File: src/rtl/lde_bank_arbiter.sv
// Round-robin write arbiter in front of a bank of transparent-low gated latches.
// Each granted write runs SETUP -> OPEN -> HOLD so data and enables are stable around the gate pulse.
module lde_bank_arbiter #(
  parameter int NREQ     = 4,
  parameter int NLAT     = 8,
  parameter int AW       = 3,
  parameter int DW       = 8,
  parameter int OPEN_CYC = 2,
  parameter int HOLD_CYC = 1
) (
  input  logic              C,
  input  logic              CLR_N,
  input  logic [NREQ-1:0]   REQ,
  input  logic [NREQ*AW-1:0] REQ_ADDR,
  input  logic [NREQ*DW-1:0] REQ_DATA,
  output logic [NREQ-1:0]   GNT,
  output logic [NREQ-1:0]   ACK,
  output logic              ERR,
  output logic              BUSY,
  output logic [DW-1:0]     LAT_D,
  output logic              LAT_G,
  output logic [NLAT-1:0]   LAT_GE,
  output logic [1:0]        STATE
);

  localparam logic [1:0] S_IDLE  = 2'd0;
  localparam logic [1:0] S_SETUP = 2'd1;
  localparam logic [1:0] S_OPEN  = 2'd2;
  localparam logic [1:0] S_HOLD  = 2'd3;

  localparam int PW   = $clog2(NREQ);
  localparam int MAXC = (OPEN_CYC > HOLD_CYC) ? OPEN_CYC : HOLD_CYC;
  localparam int CW   = $clog2(MAXC) + 1;

  logic [1:0]      state;
  logic [PW-1:0]   ptr;
  logic [PW-1:0]   win_q;
  logic            oor_q;
  logic [CW-1:0]   cnt;

  logic [NREQ-1:0] elig;
  logic [PW:0]     cand;
  logic [PW-1:0]   arb_idx;
  logic            arb_hit;
  logic [AW-1:0]   sel_addr;
  logic [DW-1:0]   sel_data;
  logic            sel_in_range;
  logic [NLAT-1:0] sel_ge;
  logic [NREQ-1:0] sel_gnt;

  // The requester being acknowledged this cycle sits out one arbitration round.
  assign elig = REQ & ~ACK;

  // Scan from the highest offset down so the lowest offset from ptr wins.
  always_comb begin
    arb_hit = 1'b0;
    arb_idx = '0;
    cand    = '0;
    for (int i = NREQ - 1; i >= 0; i--) begin
      cand = {1'b0, ptr} + (PW+1)'(i);
      if (cand >= (PW+1)'(NREQ)) cand = cand - (PW+1)'(NREQ);
      if (elig[cand[PW-1:0]]) begin
        arb_hit = 1'b1;
        arb_idx = cand[PW-1:0];
      end
    end
  end

  always_comb begin
    sel_addr     = REQ_ADDR[int'(arb_idx)*AW +: AW];
    sel_data     = REQ_DATA[int'(arb_idx)*DW +: DW];
    sel_in_range = (int'(sel_addr) < NLAT);
    sel_gnt      = '0;
    sel_gnt[arb_idx] = 1'b1;
    sel_ge       = '0;
    for (int j = 0; j < NLAT; j++) begin
      sel_ge[j] = (int'(sel_addr) == j);
    end
  end

  always_ff @(posedge C or negedge CLR_N) begin
    if (!CLR_N) begin
      state  <= S_IDLE;
      ptr    <= '0;
      win_q  <= '0;
      oor_q  <= 1'b0;
      cnt    <= '0;
      GNT    <= '0;
      ACK    <= '0;
      ERR    <= 1'b0;
      BUSY   <= 1'b0;
      LAT_D  <= '0;
      LAT_G  <= 1'b1;
      LAT_GE <= '0;
    end else begin
      ACK <= '0;
      ERR <= 1'b0;
      case (state)
        S_IDLE: begin
          if (arb_hit) begin
            state  <= S_SETUP;
            win_q  <= arb_idx;
            oor_q  <= !sel_in_range;
            GNT    <= sel_gnt;
            LAT_D  <= sel_data;
            LAT_GE <= sel_ge;
            BUSY   <= 1'b1;
          end
        end
        S_SETUP: begin
          state <= S_OPEN;
          LAT_G <= 1'b0;
          cnt   <= CW'(OPEN_CYC - 1);
        end
        S_OPEN: begin
          if (cnt == '0) begin
            state <= S_HOLD;
            LAT_G <= 1'b1;
            cnt   <= CW'(HOLD_CYC - 1);
          end else begin
            cnt <= cnt - CW'(1);
          end
        end
        S_HOLD: begin
          if (cnt == '0) begin
            // LAT_D is left as-is; only the enables and grant are withdrawn.
            state  <= S_IDLE;
            ACK    <= GNT;
            ERR    <= oor_q;
            GNT    <= '0;
            LAT_GE <= '0;
            BUSY   <= 1'b0;
            ptr    <= (win_q == PW'(NREQ - 1)) ? '0 : win_q + PW'(1);
          end else begin
            cnt <= cnt - CW'(1);
          end
        end
        default: state <= S_IDLE;
      endcase
    end
  end

  assign STATE = state;

endmodule

File: config.mk
export PLATFORM = sky130hd
export DESIGN_NAME = lde_bank_arbiter
export DESIGN_NICKNAME = d
export VERILOG_FILES = /design/src/rtl/lde_bank_arbiter.sv
export SDC_FILE = /design/constraint.sdc
export NUM_CORES = 1
export LEC_CHECK = 0
export BUFFER_PORTS_ARGS = -buffer_cell sky130_fd_sc_hd__buf_2
export CORE_AREA = 2 2 92 94
export DETAILED_ROUTE_END_ITERATION = 10
export DIE_AREA = 0 0 94 96
export GPL_TIMING_DRIVEN = 0
export SYNTH_ARGS = -nofsm -noshare
export SYNTH_HDL_FRONTEND = slang
export SYNTH_SLANG_ARGS = --single-unit
File: constraint.sdc
create_clock -name C -period 2.92 [get_ports C]
set_input_delay 0.146 -clock C [delete_from_list [all_inputs] [get_ports C]]
set_output_delay 0.146 -clock C [all_outputs]
set_load 0.02 [all_outputs]
* Yosys cells after proc, flatten, opt, wreduce, memory -nomap -nowiden *
Index checks and enable logic that the tools add are counted.

cells by class
  add/sub/neg operators = 9
  multiply operators = 1
  $lt $le $gt $ge = 10
  eq/ne operators = 15
  shift-type cells = 2
  muxes and demuxes = 43
  bitwise gates (word level) = 2
  reduce and logical (&&, ||, !) cells = 13

operators with widths
  kind                   number
  $shiftx A32 B6 Y8      1
  $mux W2                14
  $mux W4                4
  $mux W8                2
  $pmux W8 S2            1
  $lt A2 B3 Y1 const B   5
  $eq A3 B3 Y1 const B   4
  $mux W1                12
  $shiftx A12 B5 Y3      1
  $sub A2 B1 Y2 const B  5
  $ge A3 B3 Y1 const B   3
  $bmux W1 S2            4
  $ne A2 B2 Y1 const B   4
  $pmux W2 S4            1
  $pmux W4 S2            1
  $reduce_and A2 Y1      4
  $add A2 B2 Y3 const B  2
  $eq A2 B2 Y1 const B   3
  $eq A3 B2 Y1 const B   2
  $pmux W2 S3            1
  $reduce_and A3 Y1      2
  $and A4 B4 Y4          1
  $logic_not A2 Y1       2
  $mul A2 B2 Y4 const B  1
  other kinds (13)       15

storage, ports and cells
  register bits after elaboration = 34
  input port bits = 50

* Logic depth before layout (Yosys ltp) *
Gate-level depths: netlist of run 1.

  depth in word-level cells = 15
  gate-level depth with buffers = 8

* Worst setup path after synthesis of run 1 *
OpenSTA, ideal clock, no wires.

  path type = reg2reg
  start point = register ACK[0]
  end point = register LAT_D[0]
  arrival time = 1.889 ns
  required time = 2.837 ns
  slack = 0.949 ns
  stages on the path, launching flop included = 8
  buffers on the path = 1
  cell sequence = dfrtp_1 > and2b_1 > nor2_1 > a21oi_1 > nor2_2 > buf_2 > mux2_2 > o21ai_0

on the way
  longest elaborated chain between the ends = 9
  elaborated cells between the ends (all ways) = 20

RTL lines
  element                                                        RTL line  text
  from (decl)                                                    17        output logic [NREQ-1:0] ACK,
  from (signal assigned)                                         89        ACK <= '0;
  from (signal assigned)                                         96        ACK <= '0;
  from (signal assigned)                                         128       ACK <= GNT;
  $not A4 Y4 (*)                                                 52        assign elig = REQ & ~ACK;
  $and A4 B4 Y4 (*)                                              52
  $bmux W1 S2                                                    62        if (elig[cand[PW-1:0]]) begin
  $mux W1 (not written as such)                                  62
  $mux W2 / $mux W1 (equally long branches) (4 in a row)         62
  $shiftx A32 B6 Y8 / $reduce_and A2 Y1 (equally long branches)  n/a
  to (signal assigned)                                           105       LAT_D <= sel_data;
  to (decl)                                                      20        output logic [DW-1:0] LAT_D,

Every way passes the cells marked *; elsewhere a longest branch is shown, timed or not. The select of a mux whose other input is x is not followed.
A chain may end at the register's enable or synchronous reset.

* Final worst setup path of run 1 *
  start point = register ACK[0]
  end point = register LAT_D[1]

The elaborated chain is that of the path after synthesis.

==> results of run 1 <==
-- cell usage in the layout (no fill, tap or decap), types with 3 or more instances in the layout --
| cell type | count |
|---|---|
| sky130_fd_sc_hd__clkbuf_1 | 5 |
| sky130_fd_sc_hd__and3_1 | 4 |
| sky130_fd_sc_hd__clkbuf_8 | 6 |
| sky130_fd_sc_hd__buf_2 | 79 |
| sky130_fd_sc_hd__mux2i_1 | 26 |
| sky130_fd_sc_hd__o31ai_1 | 3 |
| sky130_fd_sc_hd__inv_1 | 5 |
| sky130_fd_sc_hd__nor2_1 | 7 |
| sky130_fd_sc_hd__mux2_2 | 11 |
| sky130_fd_sc_hd__nand3_1 | 3 |
| sky130_fd_sc_hd__nand2_1 | 27 |
| sky130_fd_sc_hd__dfrtp_1 | 33 |
| sky130_fd_sc_hd__o21ai_0 | 14 |
| sky130_fd_sc_hd__nor2b_1 | 3 |
| sky130_fd_sc_hd__o41ai_1 | 9 |
| sky130_fd_sc_hd__nand2b_1 | 4 |
| sky130_fd_sc_hd__ha_1 | 9 |
-- sequential cells by signal, indices dropped and copies added, names as in the netlist --
signal and cells:
ACK 4, STATE 2, LAT_D 8, LAT_G 1
ptr 2, cnt 2, win_q 2, GNT 4
LAT_GE 8, BUSY 1
-- layout make-up --
| type | count | area share |
|---|---|---|
| Buffer | 11 | 0.02504 |
| Clock buffer | 6 | 0.03118 |
| Clock inverter | 2 | 0.02267 |
| Inverter | 5 | 0.007085 |
| Multi-Input combinational cell | 140 | 0.3935 |
| Sequential cell | 34 | 0.3217 |
| Tap cell | 105 | 0.04960 |
| Timing Repair Buffer | 78 | 0.1493 |
-- metal layers --
metal | track usage | vias to the layer above | routed length, um
met5 | 0 | - | 0
met2 | 0.1911 | 47 | 2215
met1 | 0.1514 | 789 | 2312
met3 | 0.03602 | 5 | 297
met4 | 0.03261 | 0 | 60
li1 | - | 850 | -
-- worst min-delay path by stage --
stage / startpoint / to / slack, ns
2_1_floorplan: CLR_N / ACK[0] / -0.15
3_3_place_gp: CLR_N / ptr[0] / 0.27
3_5_place_dp: CLR_N / ptr[1] / 0.27
4_1_cts: REQ_DATA[10] / LAT_D[2] / 0.31
5_1_grt: REQ_DATA[26] / LAT_D[2] / 0.32
6_report: REQ_DATA[11] / LAT_D[3] / 0.30
-- critical path: stages, from the launching register on --
cell and delay (ns):
sky130_fd_sc_hd__dfrtp_1 0.35, sky130_fd_sc_hd__and2b_1 0.23, sky130_fd_sc_hd__nor2_1 0.14, sky130_fd_sc_hd__a21oi_1 0.09, sky130_fd_sc_hd__nor2_2 0.41, sky130_fd_sc_hd__buf_2 0.34, sky130_fd_sc_hd__mux2_2 0.36, sky130_fd_sc_hd__o21ai_0 0.16
-- power by group through the flow --
stage / Sequential [W] / Combinational [W] / Clock, W
6_report: 0.000810 / 0.00144 / 0.000549
2_1_floorplan: 0.000992 / 0.000858 / 0
3_3_place_gp: 0.000812 / 0.00144 / 0
3_5_place_dp: 0.000814 / 0.00147 / 0
5_1_grt: 0.000835 / 0.00163 / 0.000584
4_1_cts: 0.000810 / 0.00148 / 0.000557
-- metrics by stage --
step             util  hold slack (ns)
2_1_floorplan       -          -0.1496
3_3_place_gp   0.3100           0.2734
3_5_place_dp   0.3100           0.2715
4_1_cts        0.3290           0.3069
5_1_grt        0.3290           0.3226
6_report       0.3290           0.3048
-- cells by family after synthesis --
kind of cell,Yosys count
flip-flops,34
multiplexers,38
AO/OA/AOI/OAI,38
other,1
AND/OR/NAND/NOR,54
adder cells (fa/ha/maj),9
buffers and inverters,16
-- repair_timing --
item	4_1_cts	5_1_grt
buffers inserted	0	0
hold endpoints to repair	33	0
hold buffers	1	0
==> flow_summary.yaml, run 1 <==
floorplan:
  design.die.area_um2: 9024
  floorplan.initialDensity: 0.2458
  height_of_the_die_um: 96
  boundaryPins: 79
  die_w_um: 94
  placementRows: 33
  core_region_area_um2: 8051
worst_setup_path:
  start_kind: "flip-flop"
  reg2reg_from: "ACK[0]"
  worst-endpoint-required_ns: 3.13
  timing.critical_path.to: "LAT_D[1]"
  cp-end-kind: "flip-flop"
  worst-r2r-setup-slack_ns: 0.76
  critical_path.max_fanout: 10
  crit_arrival_ns: 2.37
  rr_endpoint: "LAT_D[1]"
  worst_setup_path_startpoint: "ACK[0]"
  critPathKind: "reg2reg"
  ff2ff_path_depth: 7
logic_synthesis:
  post_synth_edffs: 0
  number_of_register_bits_inferred_by_synthesis: 34
  netlist.area_leader.share: 0.4172
  synth-adder-area-share: 0.05689
  synthesized_instance_count: 190
  synth_simple_gate_area_frac: 0.1290
  synth.area.top_cells: "sky130_fd_sc_hd__dfrtp_1 42%, sky130_fd_sc_hd__mux2i_1 13%, sky130_fd_sc_hd__mux2_2 6.3%, sky130_fd_sc_hd__ha_1 5.7%, sky130_fd_sc_hd__nand2_1 5.1%"
  async_reset_ff_frac: 1.000
  synth_ff_type: "sky130_fd_sc_hd__dfrtp_1"
  synth.cells.most_frequent: "33 x sky130_fd_sc_hd__dfrtp_1, 27 x sky130_fd_sc_hd__nand2_1, 26 x sky130_fd_sc_hd__mux2i_1"
  yosys.area_share.xor_xnor: 0
  postSynthAreaPerCell_um2: 10.42
  synth_seq_area_share: 0.4305
  muxShareOfSynthArea: 0.2016
  yosys.cell_types.count: 35
  synth_compound_area_frac: 0.1372
  synth_top_family_by_area: "multiplexers"
  yosys.area.top_type: "sky130_fd_sc_hd__dfrtp_1"
  mappedNetlistArea_um2: 1979
  ys.warnings.count: 0
  yosys.cell_count.top_type: "sky130_fd_sc_hd__dfrtp_1"
  synth_nets: 249
power_and_ir_drop:
  cellPowerDensity_nw_per_um2: 1056
  static-leakage-power_nw: 1.394
  switchingPower_w: 0.001171
  comb_power_share: 0.515
  fin_total_pwr_w: 0.002797
  power.share.switching: 0.4187
  power.ir.vdd_worst_v: 0.0003357
  sequential_share_of_power: 0.289
  intPower_w: 0.001626
  power_frac_clock: 0.196
layout:
  finalInstanceArea_um2: 2649
  fillerInstances: 857
  final_layout_size_suffix_gt1_frac: 0.3877
  sequential_cell_area_um2: 852.1
  nets: 334
  total_area_of_multi_input_combinational_cells_um2: 1042
  diodes_inserted: 0
  final_cells: 381
  syn_to_final_growth_pct: 33.82
sta:
  max_slew.worst_pin.slew_ns: 0.7736
  final.min_clock_period_ns: 2.163
  finalSetupViolations: 0
  period_utilization_post_route: 0.7407
  grt_setup_unrepaired: "false"
  report.final.hold_viol_count: 0
  achievable-frequency_mhz: 462.4
  timing.slew.headroom: 0.4842
  setup_tns_ns: 0
  final-max-slew-violation-count: 0
  timing.final.ws_setup_ns: 0.7572
  finClkSkew_ns: 0.006894
placement:
  place.detailed.instances: 372
  dp_hpwl_mm: 3.810
  placement.cell_area_um2: 2496
  placement.setup.worst_slack_ns: 0.7305
  routabilityCongestion: 0.7644
  placement.io_buffers: 77
worst_hold_path:
  min_delay_path_class: "in2reg"
  hold_path_depth: 4
grt:
  overflow: 0
  first_global_vias: 1685
  wire_length_of_the_first_global_routing_pass_mm: 8.224
  gr-usage-all-layers: 0.1174
  antenna_violations_before_repair: 0
  grt_max_degree: 35
clock_tree:
  cts-buffers-inserted: 5
  cts-root-buf: "sky130_fd_sc_hd__clkbuf_8"
  cts_num_sinks: 34
  cts_tree: "yes"
  clk_pin_slew_worst_paths_ns: 0.07
  clock_latency_on_the_worst_skew_pair_ns: 0.29
  clock_tree.buffer_depth: 2
  htreeDepth: 2
  post_cts.resized_instances: 0
route:
  remaining_drc_errors: 0
  routedWlPerCell_um: 12.82
  antenna_violating_nets_post_route: 0
  firstDrtPassIters: 4
  drt-total-wl_mm: 4.886
  route.vias.total: 1691
  detailedRoute.firstIterationViolations: 40
  routed_via_density: 4.438
flow_run:
  max_cap_violation_count: 0
run_status:
  status: "finished clean"
Power figures use the tool's default switching activity.
==> inputs of run 2 (changes only) <==
Clock period 2.92 ns to 1.95 ns, I/O delays scaled along.
==> run 2 against run 1 <==
Effect of this change: the run now ends with setup timing left; maximum frequency is 6.0% higher; wire length is 8.1% higher; first-iteration DRC count is 35% higher; setup slack worse by 0.85 ns; critical endpoint is now LAT_GE[3]; global-route usage is 0.22 points higher; via count is 5.9% higher; register-to-register slack worse by 0.85 ns; sequential share of layout area is 2.8 points lower; combinational power is 87% higher.
==> flow_summary.yaml, run 2 (synthesized netlist as in run 1, its figures left out) <==
sta:
  report.final.hold_viol_count: 0
  final-max-slew-violation-count: 0
  final.min_clock_period_ns: 2.041
  grt_setup_unrepaired: "true"
  period_utilization_post_route: 1.046
  finalSetupViolations: 7
  finClkSkew_ns: 0.007981
  max_slew.worst_pin.slew_ns: 0.7923
  timing.slew.headroom: 0.4718
  achievable-frequency_mhz: 490.1
  timing.final.ws_setup_ns: -0.09058
run_status:
  failed_checks: "setup timing"
  status: "finished, violations left"
route:
  routedWlPerCell_um: 13.51
  remaining_drc_errors: 0
  antenna_violating_nets_post_route: 0
  firstDrtPassIters: 4
  drt-total-wl_mm: 5.282
  detailedRoute.firstIterationViolations: 54
  route.vias.total: 1791
  routed_via_density: 4.581
floorplan:
  floorplan.initialDensity: 0.2458
  die_w_um: 94
  boundaryPins: 79
  design.die.area_um2: 9024
  core_region_area_um2: 8051
  placementRows: 33
  height_of_the_die_um: 96
grt:
  grt_max_degree: 35
  first_global_vias: 1801
  overflow: 0
  antenna_violations_before_repair: 0
  wire_length_of_the_first_global_routing_pass_mm: 8.424
  gr-usage-all-layers: 0.1195
worst_setup_path:
  cp-end-kind: "flip-flop"
  timing.critical_path.to: "LAT_GE[3]"
  crit_arrival_ns: 2.22
  critPathKind: "reg2reg"
  critical_path.max_fanout: 6
  reg2reg_from: "ACK[2]"
  worst_setup_path_startpoint: "ACK[2]"
  ff2ff_path_depth: 8
  rr_endpoint: "LAT_GE[3]"
  worst-r2r-setup-slack_ns: -0.09
  worst-endpoint-required_ns: 2.13
  start_kind: "flip-flop"
layout:
  finalInstanceArea_um2: 2899
  most-common-layout-cells: "78 x sky130_fd_sc_hd__buf_2, 33 x sky130_fd_sc_hd__dfrtp_1, 27 x sky130_fd_sc_hd__nand2_1"
  sequential_cell_area_um2: 852.1
  final_common_cell: "sky130_fd_sc_hd__buf_2"
  fillerInstances: 856
  reg.largest.list: "LAT_D x8, LAT_GE x8"
  diodes_inserted: 0
  syn_to_final_growth_pct: 46.46
  nets: 344
  final_cells: 391
  total_area_of_multi_input_combinational_cells_um2: 1231
  final_layout_size_suffix_gt1_frac: 0.5035
placement:
  routabilityCongestion: 0.7641
  placement.io_buffers: 77
  placement.setup.worst_slack_ns: -0.1534
  placement.cell_area_um2: 2501
  dp_hpwl_mm: 3.738
  place.detailed.instances: 372
power_and_ir_drop:
  cellPowerDensity_nw_per_um2: 1534
  static-leakage-power_nw: 1.499
  power.ir.vdd_worst_v: 0.0006547
  fin_total_pwr_w: 0.004446
flow_run:
  max_cap_violation_count: 0
clock_tree:
  htreeDepth: 2
  cts-root-buf: "sky130_fd_sc_hd__clkbuf_8"
  cts_num_sinks: 34
  clock_tree.buffer_depth: 2
  cts_tree: "yes"
  clock_latency_on_the_worst_skew_pair_ns: 0.29
  clk_pin_slew_worst_paths_ns: 0.07
  cts-buffers-inserted: 5
worst_hold_path:
  min_delay_path_class: "in2reg"
[run 2: cell count changes in the layout (fill, tap and decap cells not counted), sizes merged]
cell and change:
buf +10, bufinv -2, clkbuf +1, clkinv +1
[run 2: worst max-delay path: stages, from the launching register on]
cell and delay (ns):
sky130_fd_sc_hd__dfrtp_1 0.37, sky130_fd_sc_hd__and2b_1 0.22, sky130_fd_sc_hd__mux2i_1 0.18, sky130_fd_sc_hd__o211ai_2 0.11, sky130_fd_sc_hd__buf_6 0.16, sky130_fd_sc_hd__buf_8 0.14, sky130_fd_sc_hd__mux2i_2 0.15, sky130_fd_sc_hd__mux2_4 0.31
sky130_fd_sc_hd__o41ai_2 0.28
[run 2: through the flow]
stage / TNS (ns) / hold WS (ns) / utilization
3_3_place_gp: -0.2415 / 0.2220 / 0.3106
6_report: -0.2661 / 0.2549 / 0.3601
4_1_cts: -1.002 / 0.2618 / 0.3294
3_5_place_dp: -0.8314 / 0.2300 / 0.3106
5_1_grt: -1.675 / 0.2733 / 0.3601
2_1_floorplan: 0 / -0.1981 / -
[run 2: worst min-delay path by stage]
stage | slack (ns) | from | cells past startpoint | endpoint
CTS | 0.26 | REQ_DATA[31] | 4 | LAT_D[7]
finish | 0.25 | REQ_DATA[29] | 4 | LAT_D[5]
global route | 0.27 | REQ_DATA[24] | 4 | LAT_D[0]
detailed placement | 0.23 | CLR_N | 1 | ACK[3]
global placement | 0.22 | CLR_N | 1 | ptr[0]
floorplan | -0.20 | CLR_N | 0 | ACK[0]
[run 2: timing repair]
item | 4_1_cts | 5_1_grt
setup endpoints to repair | 19 | 21
setup buffers | 5 | 6
pin swaps | 2 | 7
hold buffers | 1 | 0
endpoints found under the hold margin | 33 | 0
gates resized for setup | 7 | 44
[run 2: cell type report]
| cell class | count | share of cell area |
|---|---|---|
| flip-flops and latches | 34 | 0.2939 |
| well taps | 105 | 0.04532 |
| inverters | 5 | 0.006474 |
| repair buffers | 89 | 0.1718 |
| multi-input cells | 140 | 0.4247 |
| clock buffers | 7 | 0.02978 |
| plain buffers | 10 | 0.02633 |
| clock inverters | 1 | 0.001726 |
[run 2: power breakdown]
part | leakage, nW | internal, W | switching, W | total [W]
registers | 0.435 | 0.00101 | 0.000198 | 0.00121
logic | 1.02 | 0.00119 | 0.00150 | 0.00269
clock network | 0.0482 | 0.000285 | 0.000263 | 0.000549
[run 2: metal layers]
| layer | wire length [um] | vias to the layer above | track usage |
|---|---|---|---|
| met2 | 2497 | 54 | 0.1935 |
| met1 | 2440 | 860 | 0.1564 |
| met3 | 287 | 6 | 0.03211 |
| met4 | 56 | 0 | 0.03744 |
| li1 | - | 871 | - |
| met5 | 0 | - | 0 |
==> inputs of run 3 (changes only) <==
Settings changed: BUFFER_PORTS_ARGS -buffer_cell sky130_fd_sc_hd__buf_2 to not set, DONT_BUFFER_PORTS set to 1.
==> run 3 against run 2 <==
Effect of this change: the flow still finishes with violations (setup timing); sequential share of layout area increased by 5.5 points; clock-buffer cell count rose by 1; worst hold slack worse by 0.097 ns; die area stayed put; critical path type unchanged; largest power group unchanged.
==> flow_summary.yaml, run 3 (synthesized netlist as in run 1, its figures left out) <==
placement:
  dp_hpwl_mm: 3.541
  routabilityCongestion: 0.7538
  placement.io_buffers: 0
run_status:
  status: "finished, violations left"
  failed_checks: "setup timing"
grt:
  gr-usage-all-layers: 0.1122
  overflow: 0
  antenna_violations_before_repair: 0
  wire_length_of_the_first_global_routing_pass_mm: 7.859
  first_global_vias: 1529
  grt_max_degree: 35
power_and_ir_drop:
  static-leakage-power_nw: 1.124
  power.ir.vdd_worst_v: 0.0006057
  cellPowerDensity_nw_per_um2: 1654
  fin_total_pwr_w: 0.004072
worst_setup_path:
  crit_arrival_ns: 2.29
  worst_setup_path_startpoint: "ACK[2]"
  start_kind: "flip-flop"
  worstPathCellList: "and2b_2 > mux2i_1 > o211ai_2 > buf_6 > mux2i_4 > mux2_4 > o41ai_2"
  cpPeakStageDelay_ns: 0.43
  critPathKind: "reg2reg"
  critPathSlowestCell: "sky130_fd_sc_hd__dfrtp_2"
  cp-end-kind: "flip-flop"
  critical_path_buf_inv_count: 1
  reg2reg_from: "ACK[2]"
  worst_path_dominant_cell_family: "multiplexers"
  worst-endpoint-required_ns: 2.13
  critical_path.max_fanout: 5
layout:
  most-common-layout-cells: "28 x sky130_fd_sc_hd__dfrtp_1, 27 x sky130_fd_sc_hd__nand2_1, 17 x sky130_fd_sc_hd__mux2i_1"
  nets: 264
  final_common_cell: "sky130_fd_sc_hd__dfrtp_1"
  final_layout_size_suffix_gt1_frac: 0.3155
  syn_to_final_growth_pct: 24.40
  reg.largest.list: "LAT_D x8, LAT_GE x8"
  diodes_inserted: 0
  fillerInstances: 844
route:
  remaining_drc_errors: 0
  detailedRoute.firstIterationViolations: 43
  antenna_violating_nets_post_route: 0
  route.vias.total: 1458
  firstDrtPassIters: 4
  drt-total-wl_mm: 4.916
  routedWlPerCell_um: 15.81
  routed_via_density: 4.688
clock_tree:
  clk_pin_slew_worst_paths_ns: 0.07
  cts_num_sinks: 34
  clock_latency_on_the_worst_skew_pair_ns: 0.28
  cts-buffers-inserted: 5
  cts-root-buf: "sky130_fd_sc_hd__clkbuf_8"
  cts_tree: "yes"
  htreeDepth: 2
  clock_tree.buffer_depth: 2
floorplan:
  boundaryPins: 79
  height_of_the_die_um: 96
  core_region_area_um2: 8051
  placementRows: 33
  floorplan.initialDensity: 0.2458
  design.die.area_um2: 9024
  die_w_um: 94
sta:
  finClkSkew_ns: 0.006080
  achievable-frequency_mhz: 472.5
  final.min_clock_period_ns: 2.116
  grt_setup_unrepaired: "true"
  timing.final.ws_setup_ns: -0.1664
  period_utilization_post_route: 1.085
  setup_tns_ns: -1.207
  finalSetupViolations: 12
  report.final.hold_viol_count: 0
  final-max-slew-violation-count: 0
worst_hold_path:
  min_delay_path_class: "in2reg"
  min-delay-start: "REQ_DATA[13]"
flow_run:
  max_cap_violation_count: 0
run 3: cell types whose count changed in the layout (fill, tap and decap cells not counted), sizes merged:
| cell | before | now |
|---|---|---|
| clkinv | 1 | 0 |
| buf | 93 | 13 |
| clkbuf | 12 | 13 |
run 3: worst paths after layout:
path / endpoint / slack (ns) / cells after the start
min: LAT_D[5] / 0.16 / 3
max in group asynchronous: LAT_G / 1.43 / 2
max: LAT_GE[7] / -0.17 / 7
min reg2reg: win_q[1] / 0.49 / 2
max reg2reg: LAT_GE[7] / -0.17 / 7
min in group asynchronous: LAT_D[0] / 0.27 / 2
run 3: metal layers:
layer / vias up / GRT usage / part of all wire
met5: - / 0 / 0
met4: 0 / 0.03744 / 0.0055
met3: 2 / 0.03446 / 0.069
met2: 49 / 0.1756 / 0.46
met1: 696 / 0.1481 / 0.46
li1: 711 / - / -
run 3: power breakdown:
group | internal (W) | switching (W) | leakage, nW
combinational | 0.000918 | 0.00106 | 0.651
sequential | 0.00102 | 0.000541 | 0.428
clock | 0.000288 | 0.000251 | 0.0455
run 3: what timing repair did:
action,4_1_cts,5_1_grt
resized for setup,28,24
endpoints found under the hold margin,34,0
pin swaps,1,2
hold buffers,2,0
buffers inserted,6,0
endpoints found under the setup margin,21,21
gates cloned,1,0
run 3: stage by stage:
step / cell area [um2] / hold slack [ns] / setup WS, ns / instances / utilization
floorplan: 1984 / -0.1981 / 0.04462 / 190 / -
global placement: 2116 / -0.1967 / -0.2522 / 295 / 0.2628
detailed placement: 2116 / -0.1967 / -0.2778 / 295 / 0.2628
CTS: 2341 / 0.1513 / -0.1380 / 312 / 0.2908
global route: 2462 / 0.1607 / -0.2682 / 311 / 0.3058
finish: 2462 / 0.1578 / -0.1664 / 311 / 0.3058
run 3: worst register-to-register path, cell delays in order, from the launching register on:
cell,delay [ns]
sky130_fd_sc_hd__dfrtp_2,0.43
sky130_fd_sc_hd__and2b_2,0.27
sky130_fd_sc_hd__mux2i_1,0.18
sky130_fd_sc_hd__o211ai_2,0.13
sky130_fd_sc_hd__buf_6,0.17
sky130_fd_sc_hd__mux2i_4,0.20
sky130_fd_sc_hd__mux2_4,0.31
sky130_fd_sc_hd__o41ai_2,0.32
run 3: area by class of cell:
type	instances	area (um2)	share of cell area
multi-input cells	140	1205	0.4893
flip-flops and latches	34	858.3	0.3486
repair buffers	8	75.07	0.03049
well taps	105	131.4	0.05335
plain buffers	11	83.83	0.03404
inverters	5	18.77	0.007622
clock buffers	8	90.09	0.03659
